## config.mk

```make
export PLATFORM = sky130hd
export DESIGN_NAME = deal_scheduler_flat
export DESIGN_NICKNAME = d
export VERILOG_FILES = /design/src/rtl/deal_scheduler_if.sv /design/src/rtl/deal_scheduler.sv /design/src/flat_wrapper.sv
export SDC_FILE = /design/constraint.sdc
export NUM_CORES = 1
export LEC_CHECK = 0
export CAP_MARGIN = 30
export CORE_ASPECT_RATIO = 0.75
export CORE_MARGIN = 2
export CORE_UTILIZATION = 45
export CTS_CLUSTER_SIZE = 30
export DETAILED_ROUTE_END_ITERATION = 8
export MAX_ROUTING_LAYER = met4
export PLACE_DENSITY = 0.83
export SLEW_MARGIN = 20
export SYNTH_ARGS = -nofsm -noshare
export SYNTH_HDL_FRONTEND = slang
export SYNTH_SLANG_ARGS = --single-unit
```

## constraint.sdc

```tcl
create_clock -name slow_clock -period 3.05 [get_ports slow_clock]
set_input_delay 0.61 -clock slow_clock [delete_from_list [all_inputs] [get_ports slow_clock]]
set_output_delay 0.61 -clock slow_clock [all_outputs]
set_load 0.005 [all_outputs]
```

## src/rtl/deal_scheduler_if.sv

```systemverilog
// Bundle between the round FSM / card source (master side) and deal_scheduler (slave side).
// Card handshake: card_req stays high while a card is wanted; a card transfers on every
// cycle where card_req and card_valid are both high; shuffle_req likewise holds until shuffle_done.
interface deal_scheduler_if;
   logic [5:0] load_req;
   logic       new_round;
   logic       card_valid;
   logic [3:0] card_in;
   logic       shuffle_done;
   logic       card_req;
   logic       shuffle_req;
   logic [5:0] hand_we;
   logic [3:0] hand_card;
   logic [5:0] shoe_count;
   logic       busy;
   logic       err_badcard;
   logic       timeout;
   logic [2:0] state_dbg;

   modport master (
      output load_req, new_round, card_valid, card_in, shuffle_done,
      input  card_req, shuffle_req, hand_we, hand_card, shoe_count, busy,
             err_badcard, timeout, state_dbg
   );

   modport slave (
      input  load_req, new_round, card_valid, card_in, shuffle_done,
      output card_req, shuffle_req, hand_we, hand_card, shoe_count, busy,
             err_badcard, timeout, state_dbg
   );
endinterface

```

## src/rtl/deal_scheduler.sv

```systemverilog
// Arbitrates the six hand-card loads onto one card source, tracks the shoe and reshuffles.
// Optional BURN_CARD_EN: discard one card after every reshuffle before dealing resumes.
module deal_scheduler #(
   parameter int SHOE_CARDS = 52,
   parameter int TIMEOUT    = 15
) (
   input  logic             slow_clock,
   input  logic             reset,
   deal_scheduler_if.slave  bus
);

   localparam logic [2:0] S_IDLE    = 3'd0;
   localparam logic [2:0] S_REQ     = 3'd1;
   localparam logic [2:0] S_WRITE   = 3'd2;
   localparam logic [2:0] S_SHUFFLE = 3'd3;
`ifdef BURN_CARD_EN
   localparam logic [2:0] S_BURN    = 3'd4;
`endif

   localparam logic [5:0] SHOE_FULL = 6'(SHOE_CARDS);
   localparam logic [7:0] WAIT_MAX  = 8'(TIMEOUT);

   logic [2:0] state_q, state_d;
   logic [5:0] pending_q, pending_d;
   logic [5:0] grant_q, grant_d;
   logic [3:0] card_q, card_d;
   logic [5:0] shoe_q, shoe_d;
   logic [7:0] wait_q, wait_d;
   logic       timeout_q, timeout_d;

   logic       card_legal;
   logic       card_ok;
   logic       fetching;
   logic       flush_exempt;
   logic [5:0] clr;

   // Deal order: pcard1, dcard1, pcard2, dcard2, pcard3, dcard3.
   function automatic logic [5:0] pick_grant(input logic [5:0] p);
      logic [5:0] g;
      g = 6'b000000;
      if      (p[0]) g = 6'b000001;
      else if (p[3]) g = 6'b001000;
      else if (p[1]) g = 6'b000010;
      else if (p[4]) g = 6'b010000;
      else if (p[2]) g = 6'b000100;
      else if (p[5]) g = 6'b100000;
      return g;
   endfunction

   assign card_legal = (bus.card_in != 4'd0) && (bus.card_in <= 4'd13);
   assign card_ok    = bus.card_valid && card_legal;

`ifdef BURN_CARD_EN
   assign fetching     = (state_q == S_REQ) || (state_q == S_BURN);
   assign flush_exempt = (state_q == S_SHUFFLE) || (state_q == S_BURN);
`else
   assign fetching     = (state_q == S_REQ);
   assign flush_exempt = (state_q == S_SHUFFLE);
`endif

   assign clr = (state_q == S_WRITE) ? grant_q : 6'b000000;

   always_comb begin
      state_d   = state_q;
      pending_d = (pending_q & ~clr) | bus.load_req;
      grant_d   = grant_q;
      card_d    = card_q;
      shoe_d    = shoe_q;
      wait_d    = wait_q;
      timeout_d = timeout_q;

      case (state_q)
         S_IDLE: begin
            if (shoe_q == 6'd0) begin
               state_d = S_SHUFFLE;
            end else if (pending_q != 6'b000000) begin
               grant_d = pick_grant(pending_q);
               wait_d  = 8'd0;
               state_d = S_REQ;
            end
         end
         S_REQ: begin
            if (bus.card_valid) begin
               wait_d = 8'd0;
               if (card_legal) begin
                  card_d  = bus.card_in;
                  state_d = S_WRITE;
               end
            end else if (wait_q != WAIT_MAX) begin
               wait_d = wait_q + 8'd1;
               if (wait_q + 8'd1 == WAIT_MAX) timeout_d = 1'b1;
            end
         end
         S_WRITE: begin
            shoe_d  = shoe_q - 6'd1;
            state_d = S_IDLE;
         end
         S_SHUFFLE: begin
            if (bus.shuffle_done) begin
               shoe_d  = SHOE_FULL;
`ifdef BURN_CARD_EN
               state_d = S_BURN;
`else
               state_d = S_IDLE;
`endif
            end
         end
`ifdef BURN_CARD_EN
         S_BURN: begin
            if (card_ok) begin
               shoe_d  = shoe_q - 6'd1;
               state_d = S_IDLE;
            end
         end
`endif
         default: state_d = S_IDLE;
      endcase

      // A legal card taken during the flush cycle has left the shoe even though it is dropped.
      if (bus.new_round) begin
         pending_d = bus.load_req;
         timeout_d = 1'b0;
         if (!flush_exempt) state_d = S_IDLE;
         if ((state_q == S_REQ) && card_ok) shoe_d = shoe_q - 6'd1;
      end
   end

   always_ff @(posedge slow_clock or posedge reset) begin
      if (reset) begin
         state_q   <= S_IDLE;
         pending_q <= 6'b000000;
         grant_q   <= 6'b000000;
         card_q    <= 4'd0;
         shoe_q    <= SHOE_FULL;
         wait_q    <= 8'd0;
         timeout_q <= 1'b0;
      end else begin
         state_q   <= state_d;
         pending_q <= pending_d;
         grant_q   <= grant_d;
         card_q    <= card_d;
         shoe_q    <= shoe_d;
         wait_q    <= wait_d;
         timeout_q <= timeout_d;
      end
   end

   assign bus.card_req    = fetching;
   assign bus.shuffle_req = (state_q == S_SHUFFLE);
   assign bus.hand_we     = ((state_q == S_WRITE) && !bus.new_round) ? grant_q : 6'b000000;
   assign bus.hand_card   = (bus.hand_we != 6'b000000) ? card_q : 4'd0;
   assign bus.shoe_count  = shoe_q;
   assign bus.busy        = (state_q != S_IDLE) || (pending_q != 6'b000000);
   assign bus.err_badcard = fetching && bus.card_valid && !card_legal;
   assign bus.timeout     = timeout_q;
   assign bus.state_dbg   = state_q;

endmodule
```

## src/flat_wrapper.sv

```systemverilog
// flat-port wrapper written by rule: the top's interface ports become plain ports
module deal_scheduler_flat 
#(
   parameter int SHOE_CARDS = 52,
   parameter int TIMEOUT    = 15
)
  (slow_clock, reset, bus_load_req, bus_new_round, bus_card_valid, bus_card_in, bus_shuffle_done, bus_card_req, bus_shuffle_req, bus_hand_we, bus_hand_card, bus_shoe_count, bus_busy, bus_err_badcard, bus_timeout, bus_state_dbg);
  deal_scheduler_if bus_i ();
  input  logic slow_clock;
  input  logic reset;
  input wire logic [$bits(bus_i.load_req)-1:0] bus_load_req;
  input wire logic [$bits(bus_i.new_round)-1:0] bus_new_round;
  input wire logic [$bits(bus_i.card_valid)-1:0] bus_card_valid;
  input wire logic [$bits(bus_i.card_in)-1:0] bus_card_in;
  input wire logic [$bits(bus_i.shuffle_done)-1:0] bus_shuffle_done;
  output wire logic [$bits(bus_i.card_req)-1:0] bus_card_req;
  output wire logic [$bits(bus_i.shuffle_req)-1:0] bus_shuffle_req;
  output wire logic [$bits(bus_i.hand_we)-1:0] bus_hand_we;
  output wire logic [$bits(bus_i.hand_card)-1:0] bus_hand_card;
  output wire logic [$bits(bus_i.shoe_count)-1:0] bus_shoe_count;
  output wire logic [$bits(bus_i.busy)-1:0] bus_busy;
  output wire logic [$bits(bus_i.err_badcard)-1:0] bus_err_badcard;
  output wire logic [$bits(bus_i.timeout)-1:0] bus_timeout;
  output wire logic [$bits(bus_i.state_dbg)-1:0] bus_state_dbg;
  assign bus_i.load_req = bus_load_req;
  assign bus_i.new_round = bus_new_round;
  assign bus_i.card_valid = bus_card_valid;
  assign bus_i.card_in = bus_card_in;
  assign bus_i.shuffle_done = bus_shuffle_done;
  assign bus_card_req = bus_i.card_req;
  assign bus_shuffle_req = bus_i.shuffle_req;
  assign bus_hand_we = bus_i.hand_we;
  assign bus_hand_card = bus_i.hand_card;
  assign bus_shoe_count = bus_i.shoe_count;
  assign bus_busy = bus_i.busy;
  assign bus_err_badcard = bus_i.err_badcard;
  assign bus_timeout = bus_i.timeout;
  assign bus_state_dbg = bus_i.state_dbg;
  deal_scheduler #(.SHOE_CARDS(SHOE_CARDS), .TIMEOUT(TIMEOUT)) u_core (.slow_clock(slow_clock), .reset(reset), .bus(bus_i));
endmodule
```

==> results of run 1 <==
-- worst max-delay path by stage --
stage | cells past startpoint | endpoint | startpoint
2_1_floorplan | 3 | bus_err_badcard | bus_card_in[1]
3_3_place_gp | 5 | bus_err_badcard | bus_card_in[1]
3_5_place_dp | 5 | bus_err_badcard | bus_card_in[1]
4_1_cts | 5 | bus_err_badcard | bus_card_in[1]
5_1_grt | 5 | bus_err_badcard | bus_card_in[1]
6_report | 5 | bus_err_badcard | bus_card_in[1]
-- final cells by class --
| type | count | area (sq um) | share of cell area |
|---|---|---|---|
| flip-flops and latches | 34 | 855 | 0.343 |
| multi-input cells | 134 | 1010 | 0.406 |
| well taps | 55 | 68.8 | 0.0277 |
| inverters | 8 | 30.0 | 0.0121 |
| clock inverters | 1 | 30.0 | 0.0121 |
| repair buffers | 43 | 418 | 0.168 |
| clock buffers | 7 | 76.3 | 0.0307 |
-- logic make-up after synthesis --
group                    share of synthesized area
XOR/XNOR                                    0.0183
multiplexers                                0.0692
other                                      0.00196
AND/OR/NAND/NOR                              0.264
AO/OA/AOI/OAI                                0.148
adder cells (fa/ha/maj)                     0.0261
buffers and inverters                       0.0268
flip-flops                                   0.446
-- metal layers --
layer | vias up | global-route usage | share of wire | wire length (um)
li1 | 764 | - | - | -
met1 | 773 | 0.281 | 0.49 | 2130
met2 | 47 | 0.323 | 0.44 | 1920
met3 | 7 | 0.0461 | 0.049 | 210
met4 | 0 | 0.0739 | 0.015 | 63
met5 | - | - | 0 | 0
-- where the power goes --
group / switching (mW) / internal [mW] / leakage, nW
clock: 0.166 / 0.244 / 0.0524
combinational: 0.157 / 0.208 / 0.570
sequential: 0.0928 / 0.546 / 0.426
-- worst max-delay path: stages --
cell and delay, ps:
clkdlybuf4s50_1 430, or4_4 540, and2_1 180, nor2_1 100, clkdlybuf4s50_1 500
-- cells in the final DEF (no fill, tap or decap), types with 3 or more instances in the layout --
cell type | netlist | layout
clkdlybuf4s50_1 | 0 | 38
dfrtp_1 | 31 | 31
nand2_1 | 14 | 14
nor2_1 | 12 | 12
and3_1 | 10 | 10
mux2_2 | 10 | 10
nand3_1 | 9 | 9
a31o_2 | 8 | 8
inv_1 | 7 | 7
or4_4 | 5 | 5
and2_1 | 5 | 5
clkbuf_8 | 0 | 5
buf_4 | 0 | 5
o2bb2ai_1 | 4 | 4
nor3_1 | 4 | 4
ha_1 | 4 | 4
nor3b_1 | 3 | 3
a311oi_1 | 3 | 3
o21ai_0 | 3 | 3
nor4_1 | 3 | 3
or2_2 | 3 | 3
dfstp_2 | 3 | 3
-- Yosys cell counts, drive strengths merged --
cell      n
or3b      1
xnor2     2
nand2    14
nor4b     2
and2      5
o31ai     1
or2       3
or4       7
mux2i     2
a32o      2
a21o      1
and4bb    1
nor3b     4
buf       2
nand3b    2
ha        4
a41oi     1
a211oi    1
o21ba     1
o22a      1
a31o      8
a21oi     1
and3     10
a311o     1
nor3      4
mux2     10
nand3    10
nor2     12
nor4      3
o2bb2ai   4
inv       8
dfstp     3
clkbuf    3
xor2      2
conb      1
nor2b     2
o21ai     4
o311a     1
dfrtp    31
or3       2
a211o     1
a311oi    3
-- per-stage QoR --
| step | util | cells | instance area (sq um) |
|---|---|---|---|
| floorplan | - | 181 | 1920 |
| global placement | 0.584 | 274 | 2380 |
| detailed placement | 0.584 | 274 | 2380 |
| CTS | 0.610 | 282 | 2490 |
| global route | 0.610 | 282 | 2490 |
| finish | 0.610 | 282 | 2490 |
-- state kept, by name, indices dropped and copies added, names as in the netlist --
| name | cells |
|---|---|
| u_core.grant_q | 6 |
| u_core.card_q | 4 |
| u_core.bus.timeout | 1 |
| u_core.bus.state_dbg | 3 |
| u_core.pending_q | 6 |
| u_core.wait_q | 8 |
| u_core.bus.shoe_count | 6 |
==> impl_summary.md, run 1 <==
Timing
The tightest hold margin is 502 ps. The top achievable clock speed is 0.336 GHz. Dividing the final minimum period by the clock period gives 0.975. The worst path setup slack after routing is 75.5 ps.

The slew at the pin with the worst max-slew slack is 654 ps. The number of failing hold endpoints at the final stage is 0. Setup violations remaining at the end of the flow were counted as 0. Setup repair after global routing left no endpoint under its margin. The final critical-path required period is 2970 ps. The headroom to the max-slew limit is 0.563. The number of pins with negative max-slew slack in the final report came to 0. The clock arrives with 7.85 ps of skew.

The sum of negative setup slack is 0 ps.

Yosys
Dividing the synthesized area by the synthesized cell count gives 10.6 sq um. The mapped netlist covers 0.00192 sq mm. Of all cell types, the one taking the most synthesized area is dfrtp_1. Sorting the synthesized cells by area gives the leading types as dfrtp_1 (40%), mux2_2 (5.9%), dfstp_2 (4.1%).

The area share of the largest cell type after synthesis is 0.405. The netlist uses 49 different library cells. Yosys printed 0 warnings. When the netlist entered floorplanning its net count stood at 200. Counting every instance in the synthesized netlist gives 181. The flop and latch count out of synthesis is 34. The sequential share of the synthesized area is 0.446.

GRT
The via count of the first global-routing pass is 1,580. The global router's overall resource usage is 0.211. The pin count of the biggest net entering global routing is 19.

The aggregate global routing overflow is 0. The initial antenna violation count is 0. The first global-routing pass estimated 7450 um of wire.

Drt
The detailed router's first-iteration violation count is 121. Dividing the detail-routed wire length by the instance count gives 15.3 um. The total DRC errors in the routed layout is 0. Once detail routing completed, the nets flagged for antenna violations numbered 0. The total number of vias is 1,591. Summed over all layers, the routed wires come to 4330 um.

The first detailed-routing pass took 4 iterations. Using the TritonRoute via totals, the vias-per-cell ratio works out to 5.64.

Clocking
Once the clock tree was built, the setup fixing pass inserted 0 buffers. TritonCTS built the clock tree. The number of buffers on the longest clock path is 2. The clock tree root driver cell is clkbuf_8. TritonCTS created 5 clock buffers. The clock reaches the later pin of the worst-skew pair after 290 ps. The clock edge transition at the registers on the reported setup and hold paths is 60 ps. The post-CTS resize count is 0. The hold buffer count at CTS is 0.

The deepest level of the CTS H-tree is 2. The sink count of the clock tree is 34.

Floorplan
The region available for standard cell placement spans 0.00408 sq mm. For this configuration, the core starts out at a cell density of 0.470. The die outline area is 0.00480 sq mm. The number of top-level design ports is 39. The die is 79.4 um wide. The die height is 60.5 um. The total number of placement rows is 20.

Cells and area
In the final layout, the share of cells above drive strength 1 is 0.216. The filler cells instantiated in the layout total 356. The number of nets in the layout is 245. The layout overhead on the synthesized area is 29.8%. The count of inserted antenna diode cells is 0.

Setup path
The worst setup path is launched from an input pin. The sort of element at the end of the critical path is an output pin. In this run the register-to-register setup slack is 1020 ps. The largest fanout on the critical path is 3. The setup path with the least slack is of type input pin to output pin. The critical path arrival is 2360 ps. The launch point of the worst reg-to-reg path is u_core.bus.shoe_count[0]. The worst register-to-register path ends at u_core.wait_q[6].

STA puts the critical path data required time at 2440 ps. The worst reg-to-reg path cell count is 6.

Min path
The startpoint of the most critical hold path is u_core.card_q[1]. The hold-critical path depth is 1. In this run the worst hold path is classified as flop to flop.

The endpoint of the worst hold-timing path is u_core.card_q[1].

Placement
The number of buffers added on ports is 38. Routability-driven placement finished with a final weighted congestion of 0.876. The HPWL after detailed placement is 3060 um. The worst-case setup slack after placement is 64.0 ps.

Power and ir drop
The design draws 1.41 mW. For this design the static power due to leakage is 1.05 nW. In this run the power density over the cells is 568 mW/mm^2. The maximum resistive drop on vdd is 302 uV.

Outcome
The flow ran to the end, and the final reports show no timing, DRC or antenna violations.

Flow run
The max-cap check violation count is 0.
Power figures use the tool's default switching activity.
==> run 2, diff against run 1 <==
--- a/config.mk
+++ b/config.mk
@@ -11,6 +11,7 @@
 export CORE_UTILIZATION = 45
 export CTS_CLUSTER_SIZE = 30
 export DETAILED_ROUTE_END_ITERATION = 8
+export GPL_TIMING_DRIVEN = 0
 export MAX_ROUTING_LAYER = met4
 export PLACE_DENSITY = 0.83
 export SLEW_MARGIN = 20
==> run 2 against run 1 <==
  * Routed wire length down 1.9%
  * Clock skew up 2.1 ps
  * Sequential power down 1%
  * Global-route usage down 0.95 points
  * Via count down 0.50%
  * Critical path depth unchanged
  * Largest cell class unchanged
==> impl_summary.md, run 2 (synthesis results as in run 1) <==
GRT
The via count of the first global-routing pass is 1,513. For this run, the total global-route usage over all layers was measured as 0.201. The pin count of the biggest net entering global routing is 35. After global routing the overflow that remains totals 0. The global-route wire length before repair is 7160 um. The initial antenna violation count is 0.

Clocking
In this run, post-CTS hold repair placed 0 buffers. Clock tree synthesis inserted a total of 5 buffers. The deepest level of the CTS H-tree is 2.

The number of gates resized after CTS was 0. The number of setup buffers added after CTS is 0. The later-pin clock latency in the skew report is 280 ps. The clock edge transition at the registers on the reported setup and hold paths is 80 ps. The clock net in this run drives a total of 34 sinks. Clock tree synthesis selected as its root buffer the cell clkbuf_8. The number of buffers on the longest clock path is 2. TritonCTS built the clock tree.

Setup path
The data required time of the worst path is 2440 ps. On the critical path, the stage with the largest delay is an instance of or4_4. The worst setup path is launched from an input pin. The delay of the slowest cell on the worst path is 560 ps. Walking the worst path, the cells encountered are clkdlybuf4s50_1 > or4_4 > and2_4 > nor2_1 > clkdlybuf4s50_1. The critical path arrival is 2380 ps.

Of all nets on the critical path, the largest fanout is 3. The critical path is of the input pin to output pin type. The most numerous cell type found on the critical path is clkdlybuf4s50_1. The worst setup path is captured at an output pin.

Timing
The number of failing hold endpoints at the final stage is 0. The clock skew after layout is 9.94 ps. Setup repair after global routing left no endpoint under its margin. The number of pins with negative max-slew slack in the final report is 0.

The sum of negative setup slack is 0 ps. Of the available clock period, the critical path in the final layout requires 0.980. Setup violations remaining at the end of the flow were counted as 0.

Static timing analysis puts the maximum clock frequency at 0.335 GHz. At the pin with the least slew margin, the transition time is 698 ps. The final critical-path required period is 2990 ps.

The tightest hold margin is 511 ps. The headroom to the max-slew limit is 0.534.

Placement
Once placement finished, the instance area stood at 0.00237 sq mm. In this run the tool buffered the top-level ports with 38 buffer cells. The placed wire-length estimate after detailed placement is 3070 um. Routability-driven placement finished with a final weighted congestion of 0.842.

Cells and area
In the final design database the tool counted 245 nets. Leaving out fill and tap cells, the most frequent cell in the layout is clkdlybuf4s50_1. Ranked by flip-flop count, first place goes to u_core.wait_q.

The number of antenna diodes in the final layout is 0. The ratio of cells with drive above 1 in the final layout is 0.229. Leaving out fill and tap cells, the most frequent cells in the layout are clkdlybuf4s50_1 (37), dfrtp_1 (31), nand2_1 (14). Compared with the post-synthesis result, the final layout area differs by 28.8%. The flip-flop count of the largest register after layout is 8. The finished cells cover 0.00247 sq mm.

Min path
The tightest min-delay check is of the flop to flop type.

Drt
The total number of vias is 1,583. The total routed wirelength is 4250 um. Once detail routing completed, the nets flagged for antenna violations numbered 0. The routed wire length per instance is 15.1 um. After the first detailed-routing iteration, the DRC count stood at 134. For this run, the detailed router's first-pass iteration total came to 4. After detailed routing, the number of vias per cell comes to 5.61. The total DRC errors in the routed layout is 0.

Floorplan
The die covers 0.00480 sq mm. The overall die width is 79.4 um. The number of top-level design ports is 39.

The effective utilization at floorplan is 0.470. After floorplanning, the core was divided into 20 placement rows. The area of the core region is 0.00408 sq mm. The die height is 60.5 um.

Power and ir drop
The maximum resistive drop on vdd is 318 uV. Dividing total power by cell area gives a power density of 548 mW/mm^2. The completed layout was analyzed and its total power is 1.35 mW. For this design the static power due to leakage is 1.05 nW.

Flow run
Across the run, the number of max-cap violations was 0.

Outcome
The flow ran to the end, and the final reports show no timing, DRC or antenna violations.
==> run 2: changes by cell type in the layout (fill, tap and decap cells not counted), sizes merged <==
cell / before / now
dlymetal6s2s: 0 / 1
bufinv: 1 / 0
clkinv: 0 / 1
clkinvlp: 0 / 1
buf: 5 / 2
clkbuf: 7 / 9
clkdlybuf4s50: 38 / 37
==> run 2: power breakdown <==
group          switching [mW]  internal (mW)
combinational           0.165          0.207
sequential             0.0842          0.546
clock                   0.169          0.182
==> run 2: stage by stage <==
| stage | instances | setup WS (ps) | util |
|---|---|---|---|
| after detailed placement | 274 | 26.3 | 0.580 |
| after global placement | 274 | 34.9 | 0.580 |
| after floorplan | 181 | 1000 | - |
| after CTS | 282 | 5.30 | 0.603 |
| final | 282 | 61.4 | 0.605 |
| after global routing | 282 | 20.7 | 0.605 |
==> run 2: path summary, 6_finish.rpt <==
kind                                     startpoint                      end  slack [ps]  depth (start not counted)
max                                  bus_card_in[0]          bus_err_badcard          60                          5
min                                u_core.card_q[0]         u_core.card_q[0]         510                          1
max reg2reg                u_core.bus.shoe_count[0]         u_core.wait_q[6]        1040                          6
min reg2reg                        u_core.card_q[0]         u_core.card_q[0]         510                          1
max in group asynchronous                     reset         u_core.wait_q[3]        1850                          2
min in group asynchronous                     reset  u_core.bus.state_dbg[0]         750                          2
==> run 2: per-layer routing <==
metal  vias to the layer above  share of wire  track usage
met5                         -              0            -
li1                        763              -            -
met4                         0         0.0057       0.0542
met3                         4          0.050       0.0491
met1                       765           0.50        0.282
met2                        51           0.44        0.295
==> run 2: final cells by class <==
cell class,instances,area [sq um]
fillers,350,1610
multi-input cells,134,1010
flip-flops and latches,34,855
repair buffers,38,383
clock buffers,6,82.6
well taps,55,68.8
inverters,8,30.0
plain buffers,5,23.8
clock inverters,2,12.5
==> run 2: worst max-delay path: cells and delay by family <==
kind | cells | cell delay [ps]
simple gates | 3 | 820
buf+inv | 2 | 950
==> run 3, diff against run 2 <==
--- a/config.mk
+++ b/config.mk
@@ -9,7 +9,7 @@
 export CORE_ASPECT_RATIO = 0.75
 export CORE_MARGIN = 2
 export CORE_UTILIZATION = 45
-export CTS_CLUSTER_SIZE = 30
+export CTS_CLUSTER_DIAMETER = 30
 export DETAILED_ROUTE_END_ITERATION = 8
 export GPL_TIMING_DRIVEN = 0
 export MAX_ROUTING_LAYER = met4
==> results of run 3 <==
The final DEF is identical to that of run 2; final timing and power are the same.
